## src/rtl/usb_pkg.sv

```systemverilog
// USB device-side shared types, PID codes and CRC16 helper.
// Imported by the packet transmitter and its CRC sub-module.
package usb_pkg;

  typedef logic [3:0] pid_t;
  typedef logic [7:0] bus8_t;

  localparam pid_t PID_DATA0 = 4'b0011;
  localparam pid_t PID_DATA1 = 4'b1011;
  localparam pid_t PID_DATA2 = 4'b0111;
  localparam pid_t PID_MDATA = 4'b1111;
  localparam pid_t PID_ACK   = 4'b0010;
  localparam pid_t PID_NAK   = 4'b1010;
  localparam pid_t PID_STALL = 4'b1110;
  localparam pid_t PID_NYET  = 4'b0110;

  localparam logic [15:0] CRC16_INIT   = 16'hFFFF;
  localparam logic [15:0] CRC16_POLY_R = 16'hA001;

  typedef enum logic [2:0] {
    TX_IDLE,
    TX_DATA,
    TX_CRC_LO,
    TX_CRC_HI,
    TX_DRAIN,
    TX_GAP
  } tx_state_e;

  // LSB-first byte update, unrolled into 8 bit steps
  function automatic logic [15:0] crc16_byte(
    input logic [15:0] crc,
    input bus8_t       b
  );
    logic [15:0] c;
    c = crc ^ {8'h00, b};
    for (int i = 0; i < 8; i++) begin
      if (c[0]) c = (c >> 1) ^ CRC16_POLY_R;
      else      c = c >> 1;
    end
    return c;
  endfunction

endpackage

```

## src/rtl/usb_crc16.sv

```systemverilog
// Combinational byte-wide CRC16 update.
// Shared between the transmitter and the receiver check path.
module usb_crc16
  import usb_pkg::*;
(
  input  logic [15:0] crc_i,
  input  bus8_t       data_i,
  output logic [15:0] crc_o
);

  assign crc_o = crc16_byte(crc_i, data_i);

endmodule

```

## src/rtl/usb_pkt_tx.sv

```systemverilog
// USB 2.0 device packet transmitter onto a UTMI 8-bit tx port.
// Sends PID, optional payload and CRC16, then holds an IPG.
module usb_pkt_tx
  import usb_pkg::*;
#(
  parameter int MAX_PKT_SIZE = 64,
  parameter int IPG_CYCLES   = 4
) (
  input  logic  clk,
  input  logic  rst,
  input  logic  tx_start,
  input  pid_t  tx_pid,
  input  logic  tx_zlp,
  input  bus8_t s_data,
  input  logic  s_valid,
  input  logic  s_last,
  output logic  s_ready,
  output bus8_t utmi_data,
  output logic  utmi_txvalid,
  input  logic  utmi_txready,
  output logic  busy,
  output logic  done,
  output logic  err
);

  localparam logic [10:0] MAX_L =
    11'(MAX_PKT_SIZE);
  localparam logic [15:0] IPG_LAST =
    16'((IPG_CYCLES == 0) ? 0 : IPG_CYCLES - 1);

  tx_state_e   state_q, state_d;
  bus8_t       data_q, data_d;
  logic        txv_q, txv_d;
  logic        busy_q, busy_d;
  logic        done_q, done_d;
  logic        err_q, err_d;
  logic [15:0] crc_q, crc_d;
  logic [10:0] cnt_q, cnt_d;
  logic [15:0] gap_q, gap_d;
  logic [15:0] crc_nxt;
  logic [10:0] cnt_inc;
  logic        ld_ok;

  usb_crc16 u_crc (
    .crc_i  (crc_q),
    .data_i (s_data),
    .crc_o  (crc_nxt)
  );

  assign ld_ok   = !txv_q || utmi_txready;
  assign cnt_inc = cnt_q + 11'd1;

  always_comb begin
    state_d = state_q;
    data_d  = data_q;
    txv_d   = txv_q;
    busy_d  = busy_q;
    done_d  = 1'b0;
    err_d   = 1'b0;
    crc_d   = crc_q;
    cnt_d   = cnt_q;
    gap_d   = gap_q;
    s_ready = 1'b0;
    unique case (state_q)
      TX_IDLE: begin
        if (tx_start) begin
          data_d = {~tx_pid, tx_pid};
          txv_d  = 1'b1;
          busy_d = 1'b1;
          crc_d  = CRC16_INIT;
          cnt_d  = '0;
          if (tx_pid[1:0] == 2'b11)
            state_d = tx_zlp ? TX_CRC_LO : TX_DATA;
          else
            state_d = TX_DRAIN;
        end
      end
      TX_DATA: begin
        s_ready = ld_ok;
        if (ld_ok) begin
          if (s_valid) begin
            data_d = s_data;
            crc_d  = crc_nxt;
            cnt_d  = cnt_inc;
            if (s_last || cnt_inc == MAX_L)
              state_d = TX_CRC_LO;
            if (!s_last && cnt_inc == MAX_L)
              err_d = 1'b1;
          end else begin
            // source starved: abort, receiver sees bad CRC
            txv_d = 1'b0;
            err_d = 1'b1;
            if (IPG_CYCLES == 0) begin
              busy_d  = 1'b0;
              state_d = TX_IDLE;
            end else begin
              gap_d   = '0;
              state_d = TX_GAP;
            end
          end
        end
      end
      TX_CRC_LO: begin
        if (ld_ok) begin
          data_d  = ~crc_q[7:0];
          state_d = TX_CRC_HI;
        end
      end
      TX_CRC_HI: begin
        if (ld_ok) begin
          data_d  = ~crc_q[15:8];
          state_d = TX_DRAIN;
        end
      end
      TX_DRAIN: begin
        if (utmi_txready) begin
          txv_d  = 1'b0;
          done_d = 1'b1;
          if (IPG_CYCLES == 0) begin
            busy_d  = 1'b0;
            state_d = TX_IDLE;
          end else begin
            gap_d   = '0;
            state_d = TX_GAP;
          end
        end
      end
      TX_GAP: begin
        if (gap_q == IPG_LAST) begin
          busy_d  = 1'b0;
          state_d = TX_IDLE;
        end else begin
          gap_d = gap_q + 16'd1;
        end
      end
      default: begin
        state_d = TX_IDLE;
      end
    endcase
  end

  always_ff @(posedge clk) begin
    if (rst) begin
      state_q <= TX_IDLE;
      data_q  <= 8'h00;
      txv_q   <= 1'b0;
      busy_q  <= 1'b0;
      done_q  <= 1'b0;
      err_q   <= 1'b0;
      crc_q   <= CRC16_INIT;
      cnt_q   <= '0;
      gap_q   <= '0;
    end else begin
      state_q <= state_d;
      data_q  <= data_d;
      txv_q   <= txv_d;
      busy_q  <= busy_d;
      done_q  <= done_d;
      err_q   <= err_d;
      crc_q   <= crc_d;
      cnt_q   <= cnt_d;
      gap_q   <= gap_d;
    end
  end

  assign utmi_data    = data_q;
  assign utmi_txvalid = txv_q;
  assign busy         = busy_q;
  assign done         = done_q;
  assign err          = err_q;

endmodule
```

## config.mk

```make
export PLATFORM = sky130hd
export DESIGN_NAME = usb_pkt_tx
export DESIGN_NICKNAME = d
export VERILOG_FILES = /design/src/rtl/usb_pkg.sv /design/src/rtl/usb_crc16.sv /design/src/rtl/usb_pkt_tx.sv
export SDC_FILE = /design/constraint.sdc
export NUM_CORES = 1
export LEC_CHECK = 0
export ABC_AREA = 0
export ABC_CLOCK_PERIOD_IN_PS = 5800
export BUFFER_PORTS_ARGS = -buffer_cell sky130_fd_sc_hd__buf_2
export CELL_PAD_IN_SITES_DETAIL_PLACEMENT = 1
export CELL_PAD_IN_SITES_GLOBAL_PLACEMENT = 1
export CORE_MARGIN = 2
export CORE_UTILIZATION = 35
export DETAILED_ROUTE_END_ITERATION = 6
export GPL_TIMING_DRIVEN = 0
export PLACE_DENSITY_LB_ADDON = 0.1
export SYNTH_ARGS = -nofsm -noshare
export SYNTH_HDL_FRONTEND = slang
export SYNTH_SLANG_ARGS = --single-unit
```

## constraint.sdc

```tcl
create_clock -name clk -period 5.8 [get_ports clk]
set_clock_uncertainty 0.15 [all_clocks]
set_input_delay 0.87 -clock clk [delete_from_list [all_inputs] [get_ports clk]]
set_output_delay 0.87 -clock clk [all_outputs]
set_load 0.02 [all_outputs]
```

==> impl_metrics.json <==
{
  "fin_tns_setup_ns": 0,
  "post_cts_buffers": 0,
  "die_w_um": 99.6,
  "synth.cell_area_um2": 3200,
  "p_leak_nw": 1.36,
  "period_needed_ns": 3.46,
  "clock_latency_ns": 0.33,
  "critPathMaxFanout": 10,
  "hold_buffers": 0,
  "critPathMaxStageDelay_ns": 0.45,
  "yosysTopAreaCellShare_pct": 36.3,
  "antenna_found_initial": 0,
  "yosys-top-cells-count": "dfxtp_1, nor2_1, o21ai_0",
  "htreeDepth": 3,
  "cts_sinks": 58,
  "cts_inserted_buffers": 9,
  "ys_ff_latch": 58,
  "io_pins": 32,
  "crit_type": "reg -> out",
  "cpMostUsedCell": "clkbuf_1",
  "grt-ovfl-total": 0,
  "synthToLayoutAreaGrowth_pct": 16.3,
  "crit_required_ns": 4.78,
  "cts.reportedPaths.clkPinSlew_ns": 0.07,
  "drc": 0,
  "slew_headroom_pct": 50.5,
  "core_um2": 8810,
  "first_pass_iters": 4,
  "routedWlPerCell_um": 17.8,
  "grt_pass1_wl_mm": 16.2,
  "status": "completed",
  "p_per_area_nw_per_um2": 418,
  "synth_top_family_by_area": "simple AND/OR/NAND/NOR gates",
  "yosys-top-cells-area": "dfxtp_1, nor2_1, xor2_1",
  "grtUsageTotal_pct": 20.7,
  "cp_slowest_cell": "clkbuf_1",
  "syn_inst": 397,
  "cts_root_buf": "clkbuf_8",
  "worst-slew-pin-transition_ns": 0.742,
  "post_cts_resized": 0,
  "final_nets": 459,
  "yosys_warnings": 0,
  "grt_setup_unrepaired": "no",
  "die_h_um": 99.6,
  "slew_violations": 0,
  "gp_congestion": 0.780,
  "first_global_vias": 3164,
  "avgSynthCellArea_um2": 8.06,
  "final.period_utilization_pct": 59.7,
  "drt_iter0_drc": 93,
  "hp-class": "reg -> reg",
  "start_util_pct": 36.3,
  "fp-row-count": 34,
  "drt_wl_total_mm": 9.83,
  "place_area_um2": 3480,
  "synthSimpleGateAreaFrac_pct": 26.8,
  "die-area_um2": 9920,
  "max_freq_mhz": 289,
  "via_per_inst": 5.47,
  "ys_async_sr_fraction_pct": 0,
  "setup-violations-final": 0,
  "synth_xor_area_share_pct": 11.1,
  "synth_ff_type": "dfxtp_1",
  "yosysMostFrequentCell": "dfxtp_1",
  "worstSetupStartpointType": "flip-flop",
  "fin_area_um2": 3720,
  "synthesis.nets": 418,
  "ys_seq_area_share_pct": 36.3,
  "antenna_cells": 0,
  "synth-compound-area-share_pct": 18.2,
  "worst_ir_drop_vdd_mv": 0.116,
  "synth_top_area_cell": "dfxtp_1",
  "num_vias": 3016,
  "portBuffers": 30,
  "crit_path_end_kind": "output port",
  "ant_nets": 0,
  "cts_max_path_buffers": 2,
  "drive_gt1_share_pct": 13.8,
  "synth_cell_type_count": 57,
  "hpwlAfterDp_mm": 7.17,
  "crit_chain": "clkbuf_1 -> nand2b_1 -> clkbuf_1 -> clkbuf_1 -> nor2_1 -> buf_2",
  "muxShareOfSynthArea_pct": 3.13,
  "grt_max_degree": 11,
  "cp.arrival_ns": 2.44,
  "synth_fa_ha_area_share_pct": 0.782,
  "hold_violations": 0,
  "drv_cap": 0,
  "cts_tree": "yes",
  "synth_edf_count": 0
}
through the flow:
stage | instances | hold slack (ns) | worst slack [ns] | total power [mW] | util, %
after floorplan | 397 | 0.312 | 3.31 | 0.924 | -
after global placement | 535 | 0.291 | 2.69 | 1.11 | 39.6
after detailed placement | 535 | 0.303 | 2.70 | 1.11 | 39.6
after CTS | 551 | 0.314 | 2.31 | 1.57 | 42.3
after global routing | 551 | 0.336 | 2.12 | 1.66 | 42.3
final | 551 | 0.309 | 2.34 | 1.56 | 42.3
cell type report:
class | instances | area (um^2)
Fill cell | 1092 | 5080
Timing Repair Buffer | 30 | 150
Buffer | 26 | 106
Sequential cell | 58 | 1160
Clock inverter | 4 | 72.6
Inverter | 3 | 11.3
Clock buffer | 12 | 165
Multi-Input combinational cell | 310 | 1920
Tap cell | 108 | 135
worst paths after layout:
check | start | end | slack [ns] | cells after the start
worst max-delay path | state_q[2] | s_ready | 2.34 | 6
worst min-delay path | utmi_data[4] | utmi_data[4] | 0.31 | 2
worst max register to register | cnt_q[0] | err | 3.20 | 7
worst min register to register | utmi_data[4] | utmi_data[4] | 0.31 | 2
power by group:
| part | switching [mW] | internal [mW] | leakage (nW) |
|---|---|---|---|
| Combinational | 0.419 | 0.207 | 0.775 |
| Sequential | 0.0325 | 0.447 | 0.471 |
| Clock | 0.173 | 0.277 | 0.119 |
| Total | 0.624 | 0.931 | 1.36 |
cell usage in the layout (no fill, tap or decap), types with 4 or more instances in the layout:
cell	n
o22ai_1	6
nand4_1	12
xor2_1	22
nor2_1	52
nand3b_1	4
and3_1	5
clkbuf_1	20
a21oi_1	25
nor2b_1	5
dfxtp_1	58
or3_1	4
and2_1	9
mux2i_1	10
o21ai_0	27
nand2b_1	6
clkbuf_8	12
a22oi_1	5
xnor2_1	14
nand3_1	12
nor3_1	22
buf_2	34
nand2_1	25
registers in the layout (all words and copies together), names as in the netlist:
name / flops
cnt_q: 11
busy: 1
utmi_data: 8
utmi_txvalid: 1
done: 1
err: 1
crc_q: 16
gap_q: 16
state_q: 3
routing by layer:
| metal | global-route usage [%] | vias up | share of wire [%] |
|---|---|---|---|
| met5 | 0 | - | 0 |
| met4 | 7.06 | 0 | 1.5 |
| met3 | 3.02 | 12 | 2.1 |
| met2 | 35.1 | 31 | 48 |
| met1 | 26.8 | 1468 | 49 |
| li1 | - | 1505 | - |
kinds of logic after synthesis:
logic type,Yosys count
buffers and inverters,29
xor gates and xnor gates,38
AOI/OAI and AO/OA,90
and+or+nand+nor,170
adders and majority gates,2
muxes,10
DFF,58
critical path, delay by kind of cell (launching register included):
kind / cells / cell delay, ns
buffers and inverters: 4 / 1.45
DFF: 1 / 0.35
and+or+nand+nor: 2 / 0.31
Power figures use the tool's default switching activity.
